### src/rtl/amp_to_phase_detector.sv
// Recovers timing from a DDS amplitude stream: hysteresis comparator, rising-crossing
// period measurement, running phase index and period-stability lock.
module amp_to_phase_detector #(
  parameter int MID      = 200,
  parameter int HYST     = 8,
  parameter int CNT_W    = 16,
  parameter int LOCK_TOL = 2,
  parameter int LOCK_CNT = 4
) (
  input  logic             clk,
  input  logic             rst_n,
  input  logic             clear,
  input  logic             sample_valid,
  input  logic [8:0]       sample,
  output logic [CNT_W-1:0] phase_cnt,
  output logic [CNT_W-1:0] period,
  output logic             period_valid,
  output logic             level_high,
  output logic             locked,
  output logic             overflow
);

  localparam int MW = $clog2(LOCK_CNT + 1);
  localparam logic [9:0]       HI_TH   = 10'(MID + HYST);
  localparam logic [9:0]       LO_TH   = 10'(MID - HYST);
  localparam logic [CNT_W-1:0] CNT_MAX = '1;
  localparam logic [CNT_W-1:0] CNT_ONE = CNT_W'(1);
  localparam logic [CNT_W:0]   TOL_V   = (CNT_W + 1)'(LOCK_TOL);
  localparam logic [MW-1:0]    LOCK_V  = MW'(LOCK_CNT);
  localparam logic [MW-1:0]    MATCH_ONE = MW'(1);

  typedef enum logic [1:0] {ST_UNKNOWN, ST_LOW, ST_HIGH} state_t;

  state_t           state_reg, state_next;
  logic             armed;
  logic [MW-1:0]    match_cnt;
  logic [CNT_W-1:0] prev_period;

  logic [9:0]       sample_ext;
  logic             at_high, at_low;
  logic             rise_event;
  logic             phase_sat;
  logic [CNT_W-1:0] period_new;
  logic [CNT_W:0]   period_ext, prev_ext, delta;
  logic             in_tol;
  logic [MW-1:0]    match_inc;

  assign sample_ext = {1'b0, sample};
  assign at_high    = (sample_ext >= HI_TH);
  assign at_low     = (sample_ext <= LO_TH);

  // Comparator FSM: state register
  always_ff @(posedge clk or negedge rst_n) begin
    if (!rst_n)      state_reg <= ST_UNKNOWN;
    else if (clear)  state_reg <= ST_UNKNOWN;
    else             state_reg <= state_next;
  end

  // Comparator FSM: next state
  always_comb begin
    state_next = state_reg;
    if (sample_valid) begin
      case (state_reg)
        ST_UNKNOWN: begin
          if (at_high)     state_next = ST_HIGH;
          else if (at_low) state_next = ST_LOW;
        end
        ST_LOW:  if (at_high) state_next = ST_HIGH;
        ST_HIGH: if (at_low)  state_next = ST_LOW;
        default: state_next = ST_UNKNOWN;
      endcase
    end
  end

  // Comparator FSM: outputs; only LOW -> HIGH counts as a crossing
  always_comb begin
    level_high = (state_reg == ST_HIGH);
    rise_event = sample_valid && (state_reg == ST_LOW) && at_high;
  end

  assign phase_sat  = (phase_cnt == CNT_MAX);
  assign period_new = phase_cnt + CNT_ONE;
  assign period_ext = {1'b0, period_new};
  assign prev_ext   = {1'b0, prev_period};
  assign delta      = (period_ext >= prev_ext) ? (period_ext - prev_ext) : (prev_ext - period_ext);
  assign in_tol     = (delta <= TOL_V);
  assign match_inc  = (match_cnt == LOCK_V) ? match_cnt : (match_cnt + MATCH_ONE);

  always_ff @(posedge clk or negedge rst_n) begin
    if (!rst_n) begin
      phase_cnt    <= '0;
      period       <= '0;
      period_valid <= 1'b0;
      locked       <= 1'b0;
      overflow     <= 1'b0;
      armed        <= 1'b0;
      match_cnt    <= '0;
      prev_period  <= '0;
    end else if (clear) begin
      phase_cnt    <= '0;
      period       <= '0;
      period_valid <= 1'b0;
      locked       <= 1'b0;
      overflow     <= 1'b0;
      armed        <= 1'b0;
      match_cnt    <= '0;
      prev_period  <= '0;
    end else begin
      period_valid <= 1'b0;
      if (sample_valid) begin
        if (rise_event) begin
          phase_cnt <= '0;
          if (!armed) begin
            armed <= 1'b1;
          end else if (phase_sat) begin
            overflow  <= 1'b1;
            match_cnt <= '0;
            locked    <= 1'b0;
          end else begin
            period       <= period_new;
            period_valid <= 1'b1;
            prev_period  <= period_new;
            // prev_period is never 0 once a period has been measured
            if (prev_period != '0) begin
              if (in_tol) begin
                match_cnt <= match_inc;
                locked    <= (match_inc == LOCK_V);
              end else begin
                match_cnt <= '0;
                locked    <= 1'b0;
              end
            end
          end
        end else if (!phase_sat) begin
          phase_cnt <= phase_cnt + CNT_ONE;
        end
      end
    end
  end

endmodule

### config.mk
export PLATFORM = sky130hd
export DESIGN_NAME = amp_to_phase_detector
export DESIGN_NICKNAME = d
export VERILOG_FILES = /design/src/rtl/amp_to_phase_detector.sv
export SDC_FILE = /design/constraint.sdc
export NUM_CORES = 1
export LEC_CHECK = 0
export CAP_MARGIN = 20
export CORE_UTILIZATION = 25
export CTS_CLUSTER_SIZE = 30
export DETAILED_ROUTE_END_ITERATION = 16
export PLACE_DENSITY_LB_ADDON = 0.15
export SLEW_MARGIN = 20
export SYNTH_ARGS = -nofsm -noshare
export SYNTH_HDL_FRONTEND = slang
export SYNTH_SLANG_ARGS = --single-unit
### constraint.sdc
create_clock -name clk -period 11.9 [get_ports clk]
set_input_delay 2.38 -clock clk [delete_from_list [all_inputs] [get_ports clk]]
set_output_delay 2.38 -clock clk [all_outputs]
set_load 0.005 [all_outputs]
==> results of run 1 <==
## worst reg2reg max path, stage by stage, from the launching register on
cell and delay (ns):
sky130_fd_sc_hd__dfrtp_1 0.46, sky130_fd_sc_hd__and3_1 0.22, sky130_fd_sc_hd__nand3_1 0.12, sky130_fd_sc_hd__nor2_1 0.27
sky130_fd_sc_hd__and3_1 0.27, sky130_fd_sc_hd__and3_1 0.26, sky130_fd_sc_hd__nand3_1 0.12, sky130_fd_sc_hd__xor2_1 0.32
sky130_fd_sc_hd__inv_1 0.08, sky130_fd_sc_hd__ha_1 0.42, sky130_fd_sc_hd__nand4_2 0.17, sky130_fd_sc_hd__nor3_1 0.09
sky130_fd_sc_hd__a2111o_1 0.38, sky130_fd_sc_hd__nor3_2 0.54, sky130_fd_sc_hd__mux4_2 0.61, sky130_fd_sc_hd__a2111oi_4 0.36
sky130_fd_sc_hd__nand4_2 0.20, sky130_fd_sc_hd__nor3_2 0.19, sky130_fd_sc_hd__a22o_1 0.15
## power groups by stage
| stage | Clock (W) | Combinational, W | Sequential, W |
|---|---|---|---|
| 4_1_cts | 0.000138 | 0.000143 | 0.000145 |
| 3_3_place_gp | 0 | 0.000142 | 0.000147 |
| 6_report | 0.000133 | 0.000142 | 0.000145 |
| 5_1_grt | 0.000143 | 0.000155 | 0.000145 |
| 2_1_floorplan | 0 | 0.000106 | 0.000146 |
| 3_5_place_dp | 0 | 0.000142 | 0.000147 |
## synthesized netlist by cell type, types with 4 or more instances
cell type | number | area share
sky130_fd_sc_hd__a2111oi_0 | 4 | 0.0085
sky130_fd_sc_hd__a211oi_1 | 18 | 0.033
sky130_fd_sc_hd__a21oi_1 | 35 | 0.043
sky130_fd_sc_hd__and2_1 | 4 | 0.0061
sky130_fd_sc_hd__and3_1 | 8 | 0.012
sky130_fd_sc_hd__clkbuf_1 | 10 | 0.0091
sky130_fd_sc_hd__clkbuf_8 | 11 | 0.037
sky130_fd_sc_hd__dfrtp_1 | 41 | 0.25
sky130_fd_sc_hd__ha_1 | 35 | 0.11
sky130_fd_sc_hd__inv_1 | 44 | 0.040
sky130_fd_sc_hd__mux2i_1 | 5 | 0.012
sky130_fd_sc_hd__nand2_1 | 33 | 0.030
sky130_fd_sc_hd__nand2b_1 | 6 | 0.0091
sky130_fd_sc_hd__nand3_1 | 18 | 0.022
sky130_fd_sc_hd__nand4_1 | 11 | 0.017
sky130_fd_sc_hd__nor2_1 | 58 | 0.053
sky130_fd_sc_hd__nor2b_1 | 5 | 0.0076
sky130_fd_sc_hd__nor3_1 | 11 | 0.013
sky130_fd_sc_hd__nor4_1 | 8 | 0.012
sky130_fd_sc_hd__o21a_1 | 5 | 0.0091
sky130_fd_sc_hd__o21ai_0 | 30 | 0.037
sky130_fd_sc_hd__o21bai_1 | 5 | 0.0091
sky130_fd_sc_hd__o31ai_1 | 13 | 0.024
sky130_fd_sc_hd__xnor2_1 | 15 | 0.032
sky130_fd_sc_hd__xor2_1 | 9 | 0.019
## metrics by stage
stage               area, sq um  setup slack [ns]
floorplan                  4110              7.32
global placement           4660              6.44
detailed placement         4660              6.44
CTS                        4800              6.62
global route               4800              6.20
finish                     4800              6.62
## final timing paths
path / from / endpoint / slack, ns
worst min register to register: overflow$_DFFE_PN0P_ / overflow$_DFFE_PN0P_ / 0.51
min in group asynchronous: rst_n / match_cnt[2]$_DFFE_PN0P_ / 2.24
worst max register to register: phase_cnt[2]$_DFFE_PN0P_ / locked$_DFFE_PN0P_ / 6.62
max in group asynchronous: rst_n / prev_period[3]$_DFFE_PN0P_ / 9.05
worst max-delay path: phase_cnt[2]$_DFFE_PN0P_ / locked$_DFFE_PN0P_ / 6.62
worst min-delay path: overflow$_DFFE_PN0P_ / overflow$_DFFE_PN0P_ / 0.51
## area by class of cell
type / instances / area (sq um)
clock buffer: 8 / 136
fill: 1771 / 11200
inverter: 44 / 165
multi-input combinational: 395 / 2710
sequential: 41 / 1030
tap: 216 / 270
timing repair buffer: 50 / 490
## layer usage
metal	wire length [um]	GRT usage	vias up	part of all wire
li1	-	-	1885	-
met1	5780	0.201	1816	0.48
met2	5670	0.239	64	0.47
met3	328	0.0152	12	0.027
met4	227	0.0527	0	0.019
met5	0	0	-	0
## kinds of logic after synthesis
group,Yosys count
AOI/OAI and AO/OA,142
xor gates and xnor gates,24
adders and majority gates,37
buffers and inverters,67
DFF,41
muxes,8
and+or+nand+nor,184
## cells in the final DEF (no fill, tap or decap), types with 15 or more instances in the layout
| master | Yosys | routed |
|---|---|---|
| sky130_fd_sc_hd__dfrtp_1 | 41 | 41 |
| sky130_fd_sc_hd__clkdlybuf4s50_1 | 0 | 47 |
| sky130_fd_sc_hd__nor2_1 | 58 | 58 |
| sky130_fd_sc_hd__nand2_1 | 33 | 33 |
| sky130_fd_sc_hd__ha_1 | 35 | 35 |
| sky130_fd_sc_hd__xnor2_1 | 15 | 15 |
| sky130_fd_sc_hd__nand3_1 | 18 | 18 |
| sky130_fd_sc_hd__a211oi_1 | 18 | 18 |
| sky130_fd_sc_hd__o21ai_0 | 30 | 30 |
| sky130_fd_sc_hd__a21oi_1 | 35 | 35 |
| sky130_fd_sc_hd__inv_1 | 44 | 44 |
==> results.yml, run 1 <==
floorplan:
  start_util: 0.257
  design.portCount: 49
  dieWidth_um: 130
  core-area_sq_um: 16000
  fp.dieArea_sq_um: 17000
  die_h_um: 130
  core.rowCount: 46
detailed_routing:
  drt_pass1_iterations: 5
  remaining_drc_errors: 0
  route.antenna.remaining_nets: 0
  via_density_per_instance: 5.01
  wire_per_inst_um: 15.9
  via_count_of_the_routed_design: 3777
  drt_iter0_drc: 196
  routed_wirelength_mm: 12.0
logic_synthesis:
  synth-seq-area-share: 0.249
  synth_edf_count: 0
  yosys_register_bits: 41
  main_combinational_cell_family_by_area_after_synthesis: "compound AO/OA/AOI/OAI gates"
  postSynthAreaPerCell_sq_um: 8.18
  yosys_most_used_dff: "sky130_fd_sc_hd__dfrtp_1"
  synthXorXnorAreaFrac: 0.0511
  synth-warning-count: 0
  synth_fp_nets: 553
  syn_area_sq_um: 4110
  synth_compound_gate_area_share: 0.241
  synth_mux_area_frac: 0.0231
  synth_unique_cells: 67
  ys_async_sr_fraction: 1.00
  post_synth_fa_ha_maj_area_fraction: 0.116
  synth_simple_gate_area_share: 0.227
  synthCells: 503
grt:
  vias_in_the_first_global_route: 3544
  all_layer_global_routing_usage: 0.147
  initial_antenna_violation_count: 0
  first_pass_grt_wire_length_mm: 19.1
  globalRoute.totalOverflow: 0
  grt_max_degree: 42
power_and_ir_drop:
  power-per-cell-area_nw_per_um2: 87.3
  max-vdd-ir-drop_uv: 57.8
  internal-power_w: 0.000280
  finalPower_w: 0.000419
  combPwrFrac: 0.338
  p_seq_frac: 0.345
  clockPowerShare: 0.317
  power.switching_w: 0.000139
  net_switching_fraction_of_the_power: 0.332
  p_leak_nw: 2.10
placement:
  dpl.hpwl_mm: 9.52
  placed_cells: 746
  port_buffers: 48
  gp_congestion: 0.842
worst_hold_path:
  worstHoldPathType: "reg -> reg"
  holdPathStages: 2
critical_path:
  cp_data_arrival_time_ns: 5.51
  cp_common_cell: "sky130_fd_sc_hd__and3_1"
  crit_slowest_cell: "sky130_fd_sc_hd__mux4_2"
  cpLargestDelayFamily: "simple AND/OR/NAND/NOR gates"
  critPathBufInv: 1
  worst_ep_required_time_ns: 12.13
  critPathCaptureType: "register"
  path_depth: 18
  worstRegToRegCells: 18
  class_of_the_most_critical_setup_path: "reg -> reg"
  critPathMaxFanout: 9
  crit_chain: "and3_1 -> nand3_1 -> nor2_1 -> and3_1 -> and3_1 -> nand3_1 -> xor2_1 -> inv_1 -> ha_1 -> nand4_2 -> nor3_1 -> a2111o_1 -> nor3_2 -> mux4_2 -> a2111oi_4 -> nand4_2 -> nor3_2 -> a22o_1"
  timing.critical_path.from_type: "register"
  crit_path_max_incr_delay_ns: 0.61
sta:
  post-route-min-period_ns: 5.28
  report.final.hold_viol_count: 0
  worst_hold_slack_ns: 0.509
  tightest_slew_ns: 0.983
  post-route-period-util: 0.444
  timing.clock.skew_ns: 0.00456
  final-setup-viol-count: 0
  maxClockFrequency_mhz: 189
  setup_repair_after_global_routing_missed_its_margin: "false"
  final-max-slew-violation-count: 0
  maxSlewHeadroom: 0.342
  setup_total_negative_slack_ns: 0
cts:
  h-tree-depth: 2
  clk_latency_ns: 0.29
  path_clk_slew_ns: 0.06
  cts-root-to-sink-buffers: 2
  postCtsSetupBuffers: 0
  cts-resized-gates: 0
  clock_sink_count: 41
  cts_buffers: 5
  cts_root_buffer: "sky130_fd_sc_hd__clkbuf_16"
  ctsHoldBuffers: 0
  tritoncts: "built"
finish:
  num_antenna_cells: 0
  layout_cell_share_with_drive_strength_beyond_1: 0.0613
  finalCoreUtilization: 0.300
  nNetsFinal: 587
  layout_top_registers: "phase_cnt (16), prev_period (16), match_cnt (3)"
  area_delta_synth_final_pct: 16.7
  layoutNonFillerInstCount: 754
status:
  run_status: "completed"
flow_run:
  cap_viol_max_count: 0
Power figures use the tool's default switching activity.
==> run 2, diff against run 1 <==
- clock period: 11.9 -> 4.5 ns (I/O delays scaled with it)
==> results.yml, run 2 (same netlist as run 1, synthesis figures left out) <==
status:
  run_status: "completed"
finish:
  layout.cells.most_common_list: "sky130_fd_sc_hd__nor2_1 (56), sky130_fd_sc_hd__clkdlybuf4s50_1 (47), sky130_fd_sc_hd__inv_1 (44)"
  layout_top_registers: "phase_cnt (16), prev_period (16), match_cnt (3)"
  area_delta_synth_final_pct: 27.4
  final_cell_area_sq_um: 5240
  fill_cells: 1726
  num_antenna_cells: 0
  nNetsFinal: 624
  layout_cell_share_with_drive_strength_beyond_1: 0.157
  mostFrequentLayoutCell: "sky130_fd_sc_hd__nor2_1"
  finalCoreUtilization: 0.327
critical_path:
  timing.critical_path.from_type: "register"
  critPathCaptureType: "register"
  critPathLaunch: "phase_cnt[0]$_DFFE_PN0P_"
  worstRegToRegCells: 17
  worst_ep_required_time_ns: 4.73
  critPathMaxFanout: 8
  ff2ff_setup_slack_ns: 0.23
  class_of_the_most_critical_setup_path: "reg -> reg"
  crit_end: "locked$_DFFE_PN0P_"
  launching_point_of_the_worst_reg2reg_path: "phase_cnt[0]$_DFFE_PN0P_"
  rr_endpoint: "locked$_DFFE_PN0P_"
  cp_data_arrival_time_ns: 4.50
detailed_routing:
  remaining_drc_errors: 0
  via_count_of_the_routed_design: 3899
  via_density_per_instance: 4.93
  route.antenna.remaining_nets: 0
  drt_pass1_iterations: 5
  wire_per_inst_um: 16.0
  routed_wirelength_mm: 12.6
  drt_iter0_drc: 188
grt:
  initial_antenna_violation_count: 0
  first_pass_grt_wire_length_mm: 20.2
  grt_max_degree: 42
  all_layer_global_routing_usage: 0.155
  globalRoute.totalOverflow: 0
  vias_in_the_first_global_route: 3780
floorplan:
  dieWidth_um: 130
  core.rowCount: 46
  fp.dieArea_sq_um: 17000
  core-area_sq_um: 16000
  die_h_um: 130
  start_util: 0.257
  design.portCount: 49
sta:
  post-route-min-period_ns: 4.27
  maxSlewHeadroom: 0.351
  tightest_slew_ns: 0.973
  maxClockFrequency_mhz: 234
  final-setup-viol-count: 0
  post-route-period-util: 0.950
  final-max-slew-violation-count: 0
  report.final.hold_viol_count: 0
  timing.clock.skew_ns: 0.00426
  worst_hold_slack_ns: 0.508
cts:
  cts_buffers: 5
  clock_sink_count: 41
  h-tree-depth: 2
  cts_root_buffer: "sky130_fd_sc_hd__clkbuf_16"
  path_clk_slew_ns: 0.06
  cts-root-to-sink-buffers: 2
  clk_latency_ns: 0.29
  tritoncts: "built"
power_and_ir_drop:
  power-per-cell-area_nw_per_um2: 236
  finalPower_w: 0.00123
  p_leak_nw: 2.29
  max-vdd-ir-drop_uv: 168
flow_run:
  cap_viol_max_count: 0
placement:
  port_buffers: 48
  gp_congestion: 0.875
  placed_cell_area_sq_um: 4920
  dpl.hpwl_mm: 10.1
worst_hold_path:
  worstHoldPathType: "reg -> reg"
run 2: cell type report:
type / instances / area, sq um / area share
clock inverters: 1 / 30.0 / 0.00573
well taps: 216 / 270 / 0.0516
repair buffers: 87 / 772 / 0.147
multi-input cells: 395 / 2830 / 0.540
inverters: 44 / 165 / 0.0315
flip-flops and latches: 41 / 1030 / 0.196
clock buffers: 7 / 143 / 0.0272
run 2: through the flow:
step | TNS [ns] | cells | setup WS [ns]
floorplan | 0 | 503 | 0.0570
global route | -0.0477 | 791 | -0.0471
global placement | 0 | 780 | 0.136
detailed placement | 0 | 780 | 0.0804
finish | 0 | 791 | 0.226
CTS | 0 | 788 | 0.0636
run 2: what timing repair did:
item / CTS / global route
resized for setup: 0 / 26
buffers inserted: 0 / 3
hold buffers: 0 / 0
setup endpoints to repair: 0 / 4
run 2: worst min path at each step:
stage,start,to,cells past startpoint
6_report,overflow$_DFFE_PN0P_,overflow$_DFFE_PN0P_,2
5_1_grt,armed$_DFFE_PN0P_,armed$_DFFE_PN0P_,2
4_1_cts,overflow$_DFFE_PN0P_,overflow$_DFFE_PN0P_,2
3_5_place_dp,overflow$_DFFE_PN0P_,overflow$_DFFE_PN0P_,2
3_3_place_gp,overflow$_DFFE_PN0P_,overflow$_DFFE_PN0P_,2
2_1_floorplan,match_cnt[1]$_DFFE_PN0P_,match_cnt[1]$_DFFE_PN0P_,2
run 2: critical path, cell delays in order, from the launching register on:
cell and delay [ns]:
sky130_fd_sc_hd__dfrtp_2 0.43, sky130_fd_sc_hd__ha_1 0.22, sky130_fd_sc_hd__buf_4 0.16, sky130_fd_sc_hd__nand3_1 0.08, sky130_fd_sc_hd__xor2_1 0.23, sky130_fd_sc_hd__inv_1 0.07
sky130_fd_sc_hd__ha_1 0.46, sky130_fd_sc_hd__nand3_1 0.25, sky130_fd_sc_hd__or4_4 0.56, sky130_fd_sc_hd__a2bb2oi_1 0.17, sky130_fd_sc_hd__nand3_1 0.12, sky130_fd_sc_hd__buf_6 0.15
sky130_fd_sc_hd__mux2i_1 0.22, sky130_fd_sc_hd__xor2_1 0.13, sky130_fd_sc_hd__a2111oi_4 0.41, sky130_fd_sc_hd__nand4_2 0.18, sky130_fd_sc_hd__nor3_2 0.21, sky130_fd_sc_hd__a22o_1 0.15
run 2: power by group:
group,total [W],leakage (nW),switching [W],internal [W]
Combinational,0.000428,1.64,0.000236,0.000193
Clock,0.000427,0.0841,0.000149,0.000277
Sequential,0.000379,0.567,0.00000520,0.000374
run 2: per-layer routing:
layer	up-vias	wire [um]	GRT usage
met3	14	465	0.0185
met5	-	0	0
met2	87	5930	0.255
met1	1846	6010	0.212
li1	1952	-	-
met4	0	216	0.0438
